File: config.mk
export PLATFORM = sky130hd
export DESIGN_NAME = throw_turn_ctl
export DESIGN_NICKNAME = d
export VERILOG_FILES = /design/src/rtl/throw_turn_ctl.sv
export SDC_FILE = /design/constraint.sdc
export NUM_CORES = 1
export LEC_CHECK = 0
export ABC_AREA = 1
export ABC_CLOCK_PERIOD_IN_PS = 2050
export CAP_MARGIN = 20
export CORE_MARGIN = 3
export CORE_UTILIZATION = 25
export CTS_CLUSTER_DIAMETER = 40
export DETAILED_ROUTE_END_ITERATION = 8
export PLACE_DENSITY = 0.38
export SLEW_MARGIN = 0
export SYNTH_ARGS = -nofsm -noshare
export SYNTH_HDL_FRONTEND = slang
export SYNTH_SLANG_ARGS = --single-unit
File: constraint.sdc
create_clock -name clk60MHz -period 2.05 [get_ports clk60MHz]
set_input_delay 0.615 -clock clk60MHz [delete_from_list [all_inputs] [get_ports clk60MHz]]
set_output_delay 0.615 -clock clk60MHz [all_outputs]
set_load 0.005 [all_outputs]
File: src/rtl/throw_turn_ctl.sv
// throw_turn_ctl: turn and throw controller for the two-player throwing game.
// Synchronizes and debounces the throw button. Measures the hold time to set
// the launch power. Launches the projectile and alternates turns between the
// left and right player.
// Optional build macro THROW_TIMEOUT_EN adds a flight counter that ends a
// throw after THROW_TIMEOUT cycles in flight without projectile_done.
module throw_turn_ctl #(
  parameter int DEBOUNCE_CYCLES = 600_000,
  parameter int POWER_STEP      = 1_200_000,
  parameter int THROW_TIMEOUT   = 300_000_000
) (
  input  logic       clk60MHz,
  input  logic       rst,
  input  logic       game_en,
  input  logic       btn_throw,
  input  logic       projectile_done,
  output logic       turn,
  output logic       throw_flag,
  output logic       left,
  output logic       throw_start,
  output logic [7:0] throw_power
);

  localparam int DB_W     = (DEBOUNCE_CYCLES > 1) ? $clog2(DEBOUNCE_CYCLES) : 1;
  localparam int STEP_W   = (POWER_STEP > 1) ? $clog2(POWER_STEP) : 1;
  localparam int FLIGHT_W = (THROW_TIMEOUT > 1) ? $clog2(THROW_TIMEOUT) : 1;

  localparam logic [DB_W-1:0]   DB_ZERO   = {DB_W{1'b0}};
  localparam logic [DB_W-1:0]   DB_ONE    = DB_W'(1);
  localparam logic [DB_W-1:0]   DB_LAST   = DB_W'(DEBOUNCE_CYCLES - 1);
  localparam logic [STEP_W-1:0] STEP_ZERO = {STEP_W{1'b0}};
  localparam logic [STEP_W-1:0] STEP_ONE  = STEP_W'(1);
  localparam logic [STEP_W-1:0] STEP_LAST = STEP_W'(POWER_STEP - 1);

  // Parameter sanity: a debouncer needs at least two cycles, the other
  // periods at least one.
  if (DEBOUNCE_CYCLES < 2) begin : g_bad_debounce
    $error("throw_turn_ctl: DEBOUNCE_CYCLES must be at least 2");
  end
  if (POWER_STEP < 1) begin : g_bad_power_step
    $error("throw_turn_ctl: POWER_STEP must be at least 1");
  end
  if (THROW_TIMEOUT < 1) begin : g_bad_timeout
    $error("throw_turn_ctl: THROW_TIMEOUT must be at least 1");
  end

  typedef enum logic [2:0] {
    ST_IDLE   = 3'd0,
    ST_AIM    = 3'd1,
    ST_CHARGE = 3'd2,
    ST_FLIGHT = 3'd3,
    ST_SWAP   = 3'd4
  } state_t;

  // Saturating +1 for the 8-bit power value.
  function automatic logic [7:0] sat_inc(input logic [7:0] v);
    logic [7:0] r;
    if (v == 8'hFF) begin
      r = 8'hFF;
    end else begin
      r = v + 8'd1;
    end
    return r;
  endfunction

  state_t            state_r;
  state_t            state_s;
  logic              sync1_r;
  logic              sync2_r;
  logic              db_level_r;
  logic              db_prev_r;
  logic [DB_W-1:0]   db_cnt_r;
  logic              press_s;
  logic              rel_s;
  logic [STEP_W-1:0] step_cnt_r;
  logic [STEP_W-1:0] step_cnt_s;
  logic [7:0]        power_s;
  logic              left_s;
  logic              start_s;
  logic              turn_s;
  logic              flag_s;
  logic              timeout_s;

`ifdef THROW_TIMEOUT_EN
  localparam logic [FLIGHT_W-1:0] FLIGHT_ZERO = {FLIGHT_W{1'b0}};
  localparam logic [FLIGHT_W-1:0] FLIGHT_ONE  = FLIGHT_W'(1);
  localparam logic [FLIGHT_W-1:0] FLIGHT_LAST = FLIGHT_W'(THROW_TIMEOUT - 1);

  logic [FLIGHT_W-1:0] flight_cnt_r;
  logic [FLIGHT_W-1:0] flight_cnt_s;

  // The flight has run its full budget on the last counted cycle.
  assign timeout_s = (state_r == ST_FLIGHT) && (flight_cnt_r == FLIGHT_LAST);
`else
  assign timeout_s = 1'b0;
`endif

  // Two-flop synchronizer followed by the debounce filter on the raw button.
  always_ff @(posedge clk60MHz) begin
    if (!rst) begin
      sync1_r    <= 1'b0;
      sync2_r    <= 1'b0;
      db_level_r <= 1'b0;
      db_prev_r  <= 1'b0;
      db_cnt_r   <= DB_ZERO;
    end else begin
      sync1_r   <= btn_throw;
      sync2_r   <= sync1_r;
      db_prev_r <= db_level_r;
      if (sync2_r == db_level_r) begin
        db_cnt_r <= DB_ZERO;
      end else if (db_cnt_r == DB_LAST) begin
        db_level_r <= sync2_r;
        db_cnt_r   <= DB_ZERO;
      end else begin
        db_cnt_r <= db_cnt_r + DB_ONE;
      end
    end
  end

  // One-cycle strobes on the debounced level edges; combinational so the
  // FSM reacts on the edge right after the level changes.
  assign press_s = db_level_r & ~db_prev_r;
  assign rel_s   = ~db_level_r & db_prev_r;

  // Next-state, counter and output decode for the turn FSM.
  always_comb begin
    state_s    = state_r;
    power_s    = throw_power;
    step_cnt_s = STEP_ZERO;
    left_s     = left;
    start_s    = 1'b0;
`ifdef THROW_TIMEOUT_EN
    flight_cnt_s = FLIGHT_ZERO;
`endif
    if (!game_en) begin
      state_s = ST_IDLE;
      power_s = 8'd0;
    end else begin
      case (state_r)
        ST_IDLE: begin
          state_s = ST_AIM;
        end
        ST_AIM: begin
          if (press_s) begin
            state_s = ST_CHARGE;
            power_s = 8'd0;
          end else begin
            state_s = ST_AIM;
          end
        end
        ST_CHARGE: begin
          // The power step still lands when release arrives on the wrap cycle.
          if (step_cnt_r == STEP_LAST) begin
            step_cnt_s = STEP_ZERO;
            power_s    = sat_inc(throw_power);
          end else begin
            step_cnt_s = step_cnt_r + STEP_ONE;
            power_s    = throw_power;
          end
          if (rel_s) begin
            state_s    = ST_FLIGHT;
            start_s    = 1'b1;
            step_cnt_s = STEP_ZERO;
          end else begin
            state_s = ST_CHARGE;
          end
        end
        ST_FLIGHT: begin
          if (projectile_done || timeout_s) begin
            state_s = ST_SWAP;
          end else begin
            state_s = ST_FLIGHT;
`ifdef THROW_TIMEOUT_EN
            flight_cnt_s = flight_cnt_r + FLIGHT_ONE;
`endif
          end
        end
        ST_SWAP: begin
          left_s  = ~left;
          state_s = ST_AIM;
        end
        default: begin
          state_s = ST_IDLE;
        end
      endcase
    end
    turn_s = (state_s == ST_AIM) || (state_s == ST_CHARGE);
    flag_s = (state_s == ST_FLIGHT);
  end

  // State, counters and registered outputs.
  always_ff @(posedge clk60MHz) begin
    if (!rst) begin
      state_r     <= ST_IDLE;
      step_cnt_r  <= STEP_ZERO;
      turn        <= 1'b0;
      throw_flag  <= 1'b0;
      left        <= 1'b1;
      throw_start <= 1'b0;
      throw_power <= 8'd0;
`ifdef THROW_TIMEOUT_EN
      flight_cnt_r <= FLIGHT_ZERO;
`endif
    end else begin
      state_r     <= state_s;
      step_cnt_r  <= step_cnt_s;
      turn        <= turn_s;
      throw_flag  <= flag_s;
      left        <= left_s;
      throw_start <= start_s;
      throw_power <= power_s;
`ifdef THROW_TIMEOUT_EN
      flight_cnt_r <= flight_cnt_s;
`endif
    end
  end

endmodule
==> metrics.md, run 1 <==
| Metric | Value |
|---|---|
| Synth Warn # | 0 |
| Gpl congestion | 0.804 |
| Area Growth Syn to Fin | 23.6% |
| Sequential fraction of the synthesis area | 38.6% |
| Die H | 118 um |
| Via density | 4.19 |
| Tmin final | 1900 ps |
| CP delay by family, top | buffers and inverters |
| CP max-delay cell | clkdlybuf4s50_1 |
| Critical path endpoint category | output pin |
| Initial DRT Pass Iterations | 4 |
| Crit Path Max Fanout | 5 |
| Die W | 118 um |
| R2R Path Start | step_cnt_r[0] |
| Total Wirelength | between 7000 and 8000 um |
| Clock-pin transition on the worst setup and hold timing paths | 50 ps |
| Worst R2R End | throw_power[2] |
| Gr usage total | between 10% and 20% |
| Final layout net count | between 500 and 600 |
| Worst hold-check slack | 410 ps |
| Hpwl dp | ~5600 um |
| Cells after Synth | 465 |
| Max Slew Vio Count | 0 |
| Worst vdd ir | 0.394 mV |
| Gr ovfl total | 0 |
| Met3 WL | 283 um |
| FF-to-FF setup slack | 310 ps |
| Worst Setup Start Kind | flop |
| Outcome | finished clean |
| Initial antenna violation count | 0 |
| Final Setup Violations | 0 |
| Cell Chain, Critical Path | clkdlybuf4s50_1 |
| Total Neg Setup Slack | 0 ps |
| Synthesized Nets | around 470 |
| Max Cap Viol | 0 |
| Clock latency on the worst-skew pair | 330 ps |
| Antenna diode count | 0 |
| Hold buffers post-CTS | 0 |
| Mapped Area | 3110 um^2 |
| Leading cell type in the layout, fill and taps excluded | nand2_1 |
| Top routing layer in use | met4 |
| HP Start | sync1_r |
| Die ar. | around 14000 um^2 |
| Hold Path End | sync2_r |
| Unrepaired setup endpoints after global routing | false |
| EDFF count, synth | 0 |
| #FFs+latches synth | 60 |
| Post-route cell area | 3850 um^2 |
| Tightest Pin Transition | 466 ps |
| Final period util | 92.7% |
| First-pass GRT wire length | 12600 um |
| Fillers | roughly 1300 |
| Placed cell count | 650 |
| Fmax | 0.526 GHz |
| Clock sink count | 60 |
| Pwr per Cell Area | approximately 750 nW/um^2 |
| Post-route DRC | 0 |
| Clock skew | between 4 and 5 ps |
| Avg Cell Area, Syn | 6.69 um^2 |
| Buf/Inv on CP | 1 |
| Slew margin rel. | 68.9% |
| CTS tree | built |
| IO buf count | 16 |
| Via count | between 2000 and 3000 |
| Most frequent cells in the layout | 116 x nand2_1, 76 x nor2_1, 60 x dfxtp_1, 58 x inv_1, 36 x nand3_1 |
| Detail Route Antenna Nets | 0 |
| Critical path's largest stage delay | 530 ps |
| Hold depth | 2 |
| Layout cells sized above 1 | 9.44% |
| Worst endpoint required time | 1430 ps |
| Worst R2R Path Depth | 10 |
| Met2 wire len | between 3000 and 4000 um |
| Initial Util | 25.7% |
| Post_cts resized | 0 |
| Synth Flop Type | dfxtp_1 |
| Lkg Pwr | 1.37 nW |
| CP Class | flop to output pin |
| Post-CTS Setup Inserts | 0 |
| Cell Area, Placed | around 3500 um^2 |
| Violation count after the first detailed-route iteration | 168 |
| Met1 Wirelength | around 3800 um |
| Worst min-delay path class | flop to flop |
| WL/cell | 11.0 um |
| Vias in the first global route | 2537 |
| H-tree level count | 3 |
| CORE AREA | between 10000 and 15000 um^2 |
| Clk root buf | clkbuf_16 |
| Final Core Density | 31.8% |
| Clk buf depth | 2 |
| Async S/R FF share, synth | 0% |
| Final Non-Filler Cells | 666 |
| Largest net degree at the start of global routing | 22 |
| Distinct cells, synth | 31 |
| Final Hold Fails | 0 |
| Critical path arrival | 1280 ps |
| Number of placement rows | 40 |
| Clock buffer count from CTS | 9 |
| Num ports | 17 |
-- per-layer routing --
layer  global-route usage (%)  vias up
li1                         -     1531
met2                     16.5       29
met5                        0        -
met3                     3.94        7
met4                     2.86        0
met1                     15.4     1223
-- cells in the mapped netlist, types with 2 or more instances --
cell | instances | share of area (%)
nand2_1 | 116 | 14
nor2_1 | 76 | 9.2
dfxtp_1 | 60 | 39
inv_1 | 58 | 7.0
nand3_1 | 36 | 5.8
a21oi_1 | 27 | 4.3
nand4_1 | 15 | 3.0
o21ai_0 | 11 | 1.8
xor2_1 | 9 | 2.5
nor3_1 | 8 | 1.3
buf_4 | 4 | 0.96
inv_2 | 4 | 0.48
nand2_2 | 4 | 0.80
nand3b_1 | 4 | 0.96
xnor2_1 | 4 | 1.1
ha_1 | 3 | 1.2
nor2_2 | 3 | 0.60
nor2_4 | 3 | 1.1
nor3_2 | 3 | 0.96
buf_2 | 2 | 0.32
clkinv_1 | 2 | 0.24
or2_0 | 2 | 0.40
or2_1 | 2 | 0.40
or2_2 | 2 | 0.40
-- sequential cells by signal, indices dropped and copies added, names as in the netlist --
signal	count
turn	1
throw_start	1
sync1_r	1
db_prev_r	1
left	1
throw_flag	1
state_r	3
db_level_r	1
step_cnt_r	21
db_cnt_r	20
sync2_r	1
throw_power	8
-- report_power, final --
group / leakage (nW) / total, mW / switching [mW] / internal, mW
Sequential: 0.484 / 1.17 / 0.00254 / 1.17
Combinational: 0.737 / 0.0428 / 0.0217 / 0.0211
Clock: 0.151 / 1.65 / 0.560 / 1.09
Total: 1.37 / 2.87 / 0.584 / 2.29
-- layout make-up --
class / instances / area, um^2 / area share [%]
Multi-Input combinational cell: 335 / 1630 / 42.4
Tap cell: 168 / 210 / 5.46
Clock buffer: 10 / 239 / 6.21
Sequential cell: 60 / 1200 / 31.2
Clock inverter: 6 / 87.6 / 2.28
Timing Repair Buffer: 23 / 238 / 6.18
Inverter: 64 / 240 / 6.24
-- worst reg2reg max path: cells and delay by family, from the launching register on --
kind / cells / cell delay [ps]
fa+ha+maj: 1 / 250
flops: 1 / 390
simple gates: 9 / 1010
-- cell families after synthesis --
kind of cell	share of synthesized area, %
AOI/OAI and AO/OA	6.31
buffers and inverters	9.00
and+or+nand+nor	41.2
xor gates and xnor gates	3.66
DFF	38.6
adders and majority gates	1.21
-- stage by stage --
stage                     setup slack, ps  power (mW)
after floorplan                       542        1.22
after global placement                168        1.24
after detailed placement              144        1.24
after CTS                             124        2.93
after global routing                 86.8        2.98
final                                 150        2.87
-- how the worst max path moves through the flow --
stage                   startpoint  cells past startpoint  slack, ps             end
floorplan                      rst                      6        540  step_cnt_r[15]
global placement               rst                      6        170  step_cnt_r[10]
detailed placement             rst                      6        140  step_cnt_r[10]
CTS                 throw_power[0]                      1        120  throw_power[0]
global route        throw_power[0]                      1         90  throw_power[0]
finish              throw_power[0]                      1        150  throw_power[0]
No activity file was read; power rests on OpenSTA's default activity.
==> inputs of run 2 (changes only) <==
--- a/config.mk
+++ b/config.mk
@@ -9,10 +9,10 @@
 export ABC_CLOCK_PERIOD_IN_PS = 2050
 export CAP_MARGIN = 20
 export CORE_MARGIN = 3
-export CORE_UTILIZATION = 25
+export CORE_UTILIZATION = 50
 export CTS_CLUSTER_DIAMETER = 40
 export DETAILED_ROUTE_END_ITERATION = 8
-export PLACE_DENSITY = 0.38
+export PLACE_DENSITY = 0.67
 export SLEW_MARGIN = 0
 export SYNTH_ARGS = -nofsm -noshare
 export SYNTH_HDL_FRONTEND = slang
==> run 2 against run 1 <==
First-iteration DRC count decreased by 18%. Power down 23%. Fmax grew 1.2%. Register-to-register slack improved by 40 ps. Clock power fell by 39%. Critical endpoint unchanged. Combinational power barely moved. Routed wire length is 11% lower.
==> metrics.md, run 2 (synthesis gave the netlist of run 1 again) <==
| Metric | Value |
|---|---|
| Gr usage total | 19.7% (was 11.1%) |
| CORE AREA | 5990 um^2 (was 12100 um^2) |
| Crit path from | throw_power[0] (unchanged) |
| FF-to-FF setup slack | 350 ps (was 310 ps) |
| Final Hold Fails | 0 (unchanged) |
| Num ports | 17 (unchanged) |
| Cell Area, Placed | 3400 um^2 (was 3520 um^2) |
| Gr ovfl total | 0 (unchanged) |
| Violation count after the first detailed-route iteration | 137 (was 168) |
| Antenna diode count | 0 (unchanged) |
| CP delay by family, top | buffers and inverters (unchanged) |
| Post-CTS Setup Inserts | 0 (unchanged) |
| H-tree level count | 3 (unchanged) |
| Worst endpoint required time | 1430 ps (about the same) |
| Clock-pin transition on the worst setup and hold timing paths | 70 ps (was 50 ps) |
| Final layout net count | 500 (was 501) |
| Worst R2R Path Depth | 10 (unchanged) |
| Critical Path End | throw_power[0] (unchanged) |
| Clock share of power | 45.2% (was 57.6%) |
| Worst min-delay path class | flop to flop (unchanged) |
| Largest net degree at the start of global routing | 22 (unchanged) |
| Cell Chain, Critical Path | clkdlybuf4s50_1 (unchanged) |
| Worst vdd ir | 0.476 mV (was 0.394 mV) |
| Max FFs per register | 21 (unchanged) |
| Layout cells sized above 1 | 9.26% (was 9.44%) |
| Total Neg Setup Slack | 0 ps (unchanged) |
| Critical path arrival | 1260 ps (was 1280 ps) |
| Hpwl dp | 4770 um (was 5560 um) |
| Post-route cell area | 3580 um^2 (was 3850 um^2) |
| Critical path endpoint category | output pin (unchanged) |
| Final Setup Violations | 0 (unchanged) |
| Tmin final | 1880 ps (was 1900 ps) |
| Max Cap Viol | 0 (unchanged) |
| Max Slew Vio Count | 0 (unchanged) |
| Slew margin rel. | 71.4% (was 68.9%) |
| Post-route DRC | 0 (unchanged) |
| Gpl congestion | 0.885 (was 0.804) |
| Net Sw Frac | 23.5% (was 20.3%) |
| Leading cell type in the layout, fill and taps excluded | nand2_1 (unchanged) |
| Area Growth Syn to Fin | 15.2% (was 23.6%) |
| Fmax | 0.533 GHz (was 0.526 GHz) |
| Clock sink count | 60 (unchanged) |
| CP max-delay cell | clkdlybuf4s50_1 (unchanged) |
| Pwr per Cell Area | 618 nW/um^2 (was 746 nW/um^2) |
| Top reg by flops | step_cnt_r (unchanged) |
| Buf/Inv on CP | 1 (unchanged) |
| Die W | 84.9 um (was 118 um) |
| Detail Route Antenna Nets | 0 (unchanged) |
| Clk buf depth | 2 (unchanged) |
| Die ar. | 7210 um^2 (was 13800 um^2) |
| Unrepaired setup endpoints after global routing | false (unchanged) |
| Int Pwr | 1.69 mW (was 2.29 mW) |
| Number of placement rows | 28 (was 40) |
| Lkg Pwr | 1.30 nW (was 1.37 nW) |
| Final period util | 91.6% (was 92.7%) |
| Critical path's largest stage delay | 530 ps (about the same) |
| Power share of the combinational group | 1.9% (was 1.5%) |
| Vias in the first global route | 2737 (was 2537) |
| Tightest Pin Transition | 429 ps (was 466 ps) |
| Post_cts resized | 0 (unchanged) |
| Clock skew | 6.16 ps (was 4.74 ps) |
| Worst R2R End | throw_power[2] (unchanged) |
| Sequential power share | 52.9% (was 40.9%) |
| Worst Setup Start Kind | flop (unchanged) |
| Outcome | finished clean (unchanged) |
| Clock buffer count from CTS | 9 (unchanged) |
| CP Depth | 1 (unchanged) |
| Most frequent cells in the layout | 116 x nand2_1, 76 x nor2_1, 60 x dfxtp_1, 58 x inv_1, 36 x nand3_1 (unchanged) |
| Psw | 0.521 mW (was 0.584 mW) |
| IO buf count | 16 (unchanged) |
| Die H | 84.9 um (was 118 um) |
| WL/cell | 11.3 um (was 11.0 um) |
| First-pass GRT wire length | 11600 um (was 12600 um) |
| Initial antenna violation count | 0 (unchanged) |
| Clock latency on the worst-skew pair | 350 ps (was 330 ps) |
| Initial Util | 52.0% (was 25.7%) |
| Total Wirelength | 6480 um (was 7300 um) |
| CTS tree | built (unchanged) |
| Hold buffers post-CTS | 0 (unchanged) |
| CP Class | flop to output pin (unchanged) |
| Initial DRT Pass Iterations | 4 (unchanged) |
| Via density | 4.98 (was 4.19) |
| Clk root buf | clkbuf_8 (was clkbuf_16) |
| Crit Path Max Fanout | 5 (unchanged) |
| Via count | 2848 (was 2790) |
| Biggest registers after layout | step_cnt_r x21, db_cnt_r x20, throw_power x8 (unchanged) |
| R2R Path Start | step_cnt_r[0] (unchanged) |
==> run 2: changes by cell type in the layout (fill, tap and decap cells not counted) <==
cell / change
clkbuf_16: -9
clkinv_4: +1
clkbuf_8: +10
bufinv_16: -2
buf_4: -1
==> run 2: final cells by class <==
cell class,instances,area [um^2]
Clock buffer,11,151
Clock inverter,5,36.3
Fill cell,589,2410
Inverter,64,240
Multi-Input combinational cell,335,1630
Sequential cell,60,1200
Tap cell,75,93.8
Timing Repair Buffer,22,230
==> run 2: power by group through the flow <==
stage	Clock (mW)	Sequential, mW	Combinational (mW)
3_3_place_gp	0	1.20	0.0421
6_report	1.00	1.17	0.0426
3_5_place_dp	0	1.20	0.0429
2_1_floorplan	0	1.20	0.0198
4_1_cts	1.03	1.17	0.0431
5_1_grt	1.08	1.17	0.0476
==> run 2: layer usage <==
layer  global-route usage, %  vias to the layer above  share of wire (%)  routed length, um
met1                    24.9                     1273                 48               3100
met3                    6.50                       12                4.2                270
li1                        -                     1523                  -                  -
met4                    6.47                        0                1.5                 94
met2                    31.7                       40                 46               3010
met5                       0                        -                  0                  0
==> run 2: worst min-delay path by stage <==
stage          depth (start not counted)  startpoint      end  slack, ps
2_1_floorplan                          2     sync1_r  sync2_r        390
3_3_place_gp                           2     sync1_r  sync2_r        390
3_5_place_dp                           2     sync1_r  sync2_r        430
4_1_cts                                2     sync1_r  sync2_r        440
5_1_grt                                2     sync1_r  sync2_r        470
6_report                               2     sync1_r  sync2_r        430
==> run 2: stage by stage <==
stage | hold WS (ps) | power (mW) | setup slack (ps) | util, % | instances
6_report | 435 | 2.22 | 173 | 59.8 | 572
3_5_place_dp | 427 | 1.24 | 142 | 56.7 | 556
2_1_floorplan | 390 | 1.22 | 542 | - | 465
4_1_cts | 445 | 2.25 | 148 | 59.8 | 572
5_1_grt | 467 | 2.30 | 96.2 | 59.8 | 572
3_3_place_gp | 393 | 1.24 | 194 | 56.7 | 556
==> inputs of run 3 (changes only) <==
--- a/config.mk
+++ b/config.mk
@@ -12,7 +12,7 @@
 export CORE_UTILIZATION = 50
 export CTS_CLUSTER_DIAMETER = 40
 export DETAILED_ROUTE_END_ITERATION = 8
-export PLACE_DENSITY = 0.67
+export PLACE_DENSITY_LB_ADDON = 0.2
 export SLEW_MARGIN = 0
 export SYNTH_ARGS = -nofsm -noshare
 export SYNTH_HDL_FRONTEND = slang
==> run 3 against run 2 <==
Final cell count stayed put. Clock power about the same. Sequential share of layout area about the same. Global-route usage decreased by 0.28 points. Power is 1.1% higher. Fmax about the same. Non-clock buffer count unchanged. Register-to-register slack about the same. Sequential cell count did not move. Hold slack worse by 22 ps. Routed wire length down 0.42%. Critical path depth did not move. Critical path type unchanged. Critical endpoint is now throw_power[3]. Largest power group unchanged.
==> metrics.md, run 3 (synthesis gave the netlist of run 1 again) <==
| Metric | Value |
|---|---|
| Slew margin rel. | 71.7% (was 71.4%) |
| Hold depth | 2 (unchanged) |
| Detail Route Antenna Nets | 0 (unchanged) |
| CP max-delay cell | clkdlybuf4s50_1 (unchanged) |
| Final layout net count | 500 (unchanged) |
| Clk root buf | clkbuf_8 (unchanged) |
| Critical path arrival | 1260 ps (about the same) |
| Crit path from | throw_power[3] (was throw_power[0]) |
| Post-CTS Setup Inserts | 0 (unchanged) |
| Tmin final | 1880 ps (about the same) |
| M3 GR Usage | 6.31% (was 6.50%) |
| Hold buffers post-CTS | 0 (unchanged) |
| Most frequent cells in the layout | 116 x nand2_1, 76 x nor2_1, 60 x dfxtp_1, 58 x inv_1, 36 x nand3_1 (unchanged) |
| Top reg by flops | step_cnt_r (unchanged) |
| Layer with the highest usage | met2 (unchanged) |
| Layout cells sized above 1 | 8.85% (was 9.26%) |
| Die W | 84.9 um (unchanged) |
| Worst min-delay path class | flop to flop (unchanged) |
| Pwr per Cell Area | 626 nW/um^2 (was 618 nW/um^2) |
| Clock sink count | 60 (unchanged) |
| Via density | 5.07 (was 4.98) |
| Leading cell type in the layout, fill and taps excluded | nand2_1 (unchanged) |
| Max FFs per register | 21 (unchanged) |
| HP Start | sync1_r (unchanged) |
| Clock buffer count from CTS | 9 (unchanged) |
| Number of placement rows | 28 (unchanged) |
| Worst R2R Path Depth | 10 (unchanged) |
| Clock latency on the worst-skew pair | 340 ps (was 350 ps) |
| CORE AREA | 5990 um^2 (unchanged) |
| Largest net degree at the start of global routing | 22 (unchanged) |
| Initial antenna violation count | 0 (unchanged) |
| Met2 GRT Util | 30.3% (was 31.7%) |
| CP delay by family, top | buffers and inverters (unchanged) |
| Area Growth Syn to Fin | 15.0% (was 15.2%) |
| First-pass GRT wire length | 11300 um (was 11600 um) |
| Clock-pin transition on the worst setup and hold timing paths | 70 ps (about the same) |
| Post-route DRC | 0 (unchanged) |
| Lkg Pwr | 1.31 nW (was 1.30 nW) |
| Gr usage total | 19.4% (was 19.7%) |
| Die H | 84.9 um (unchanged) |
| Critical path's largest stage delay | 530 ps (about the same) |
| Violation count after the first detailed-route iteration | 164 (was 137) |
| Final Setup Violations | 0 (unchanged) |
| Clock skew | 9.84 ps (was 6.16 ps) |
| Initial DRT Pass Iterations | 5 (was 4) |
| Worst Setup Start Kind | flop (unchanged) |
| Final period util | 91.6% (about the same) |
| Final WS setup | 171 ps (was 173 ps) |
| Die ar. | 7210 um^2 (unchanged) |
| H-tree level count | 3 (unchanged) |
| Initial Util | 52.0% (unchanged) |
| Post_cts resized | 0 (unchanged) |
| Worst endpoint required time | 1430 ps (about the same) |
| Total Neg Setup Slack | 0 ps (unchanged) |
| Worst vdd ir | 0.538 mV (was 0.476 mV) |
| Num ports | 17 (unchanged) |
| IO buf count | 16 (unchanged) |
| CP Depth | 1 (unchanged) |
| Final Core Density | 59.8% (about the same) |
| Global Route met1 Usage | 24.6% (was 24.9%) |
| Biggest registers after layout | step_cnt_r x21, db_cnt_r x20, throw_power x8 (unchanged) |
| Vias in the first global route | 2650 (was 2737) |
| WL/cell | 11.3 um (about the same) |
| Gpl congestion | 0.916 (was 0.885) |
| CP Class | flop to output pin (unchanged) |
| Critical path endpoint category | output pin (unchanged) |
| CTS tree | built (unchanged) |
| R2R Path Start | step_cnt_r[0] (unchanged) |
| Total Wirelength | 6460 um (was 6480 um) |
| Final Hold Fails | 0 (unchanged) |
| Antenna diode count | 0 (unchanged) |
| Fmax | 0.532 GHz (was 0.533 GHz) |
| Outcome | finished clean (unchanged) |
| Place WS | 166 ps (was 142 ps) |
| Via count | 2900 (was 2848) |
| Max Cap Viol | 0 (unchanged) |
| Buf/Inv on CP | 1 (unchanged) |
| Crit Path Max Fanout | 5 (unchanged) |
| Tightest Pin Transition | 423 ps (was 429 ps) |
| Gr ovfl total | 0 (unchanged) |
| Hpwl dp | 4720 um (was 4770 um) |
| Max Slew Vio Count | 0 (unchanged) |
| Clk buf depth | 2 (unchanged) |
| Unrepaired setup endpoints after global routing | false (unchanged) |
| Cell Chain, Critical Path | clkdlybuf4s50_1 (unchanged) |
## run 3: worst paths after layout
path / slack [ps] / endpoint
setup / recovery: 170 / throw_power[3]
hold / removal: 410 / sync2_r
setup reg to reg: 340 / throw_power[2]
hold reg to reg: 410 / sync2_r
## run 3: stage by stage
step                std cells  area (um^2)  power, mW  hold slack, ps
floorplan                 465         3110       1.22             390
finish                    572         3580       2.24             412
detailed placement        556         3400       1.24             399
global placement          556         3400       1.24             394
global route              572         3580       2.33             436
CTS                       572         3580       2.27             417
## run 3: power breakdown
| group | leakage [nW] | internal, mW | total [mW] | switching [mW] |
|---|---|---|---|---|
| clock | 0.0931 | 0.556 | 1.02 | 0.469 |
| combinational | 0.732 | 0.0211 | 0.0429 | 0.0218 |
| sequential | 0.484 | 1.17 | 1.17 | 0.00247 |
| total | 1.31 | 1.75 | 2.24 | 0.493 |
## run 3: final cells by class
class                           instances  area, um^2
Clock buffer                           11         131
Clock inverter                          5        52.6
Fill cell                             538        2410
Inverter                               64         240
Multi-Input combinational cell        335        1630
Sequential cell                        60        1200
Tap cell                               75        93.8
Timing Repair Buffer                   22         230
## run 3: per-layer routing
metal  share of wire, %  vias up
li1                   -     1529
met1                 46     1303
met2                 48       60
met3                5.0        8
met4                1.2        0
met5                  0        -
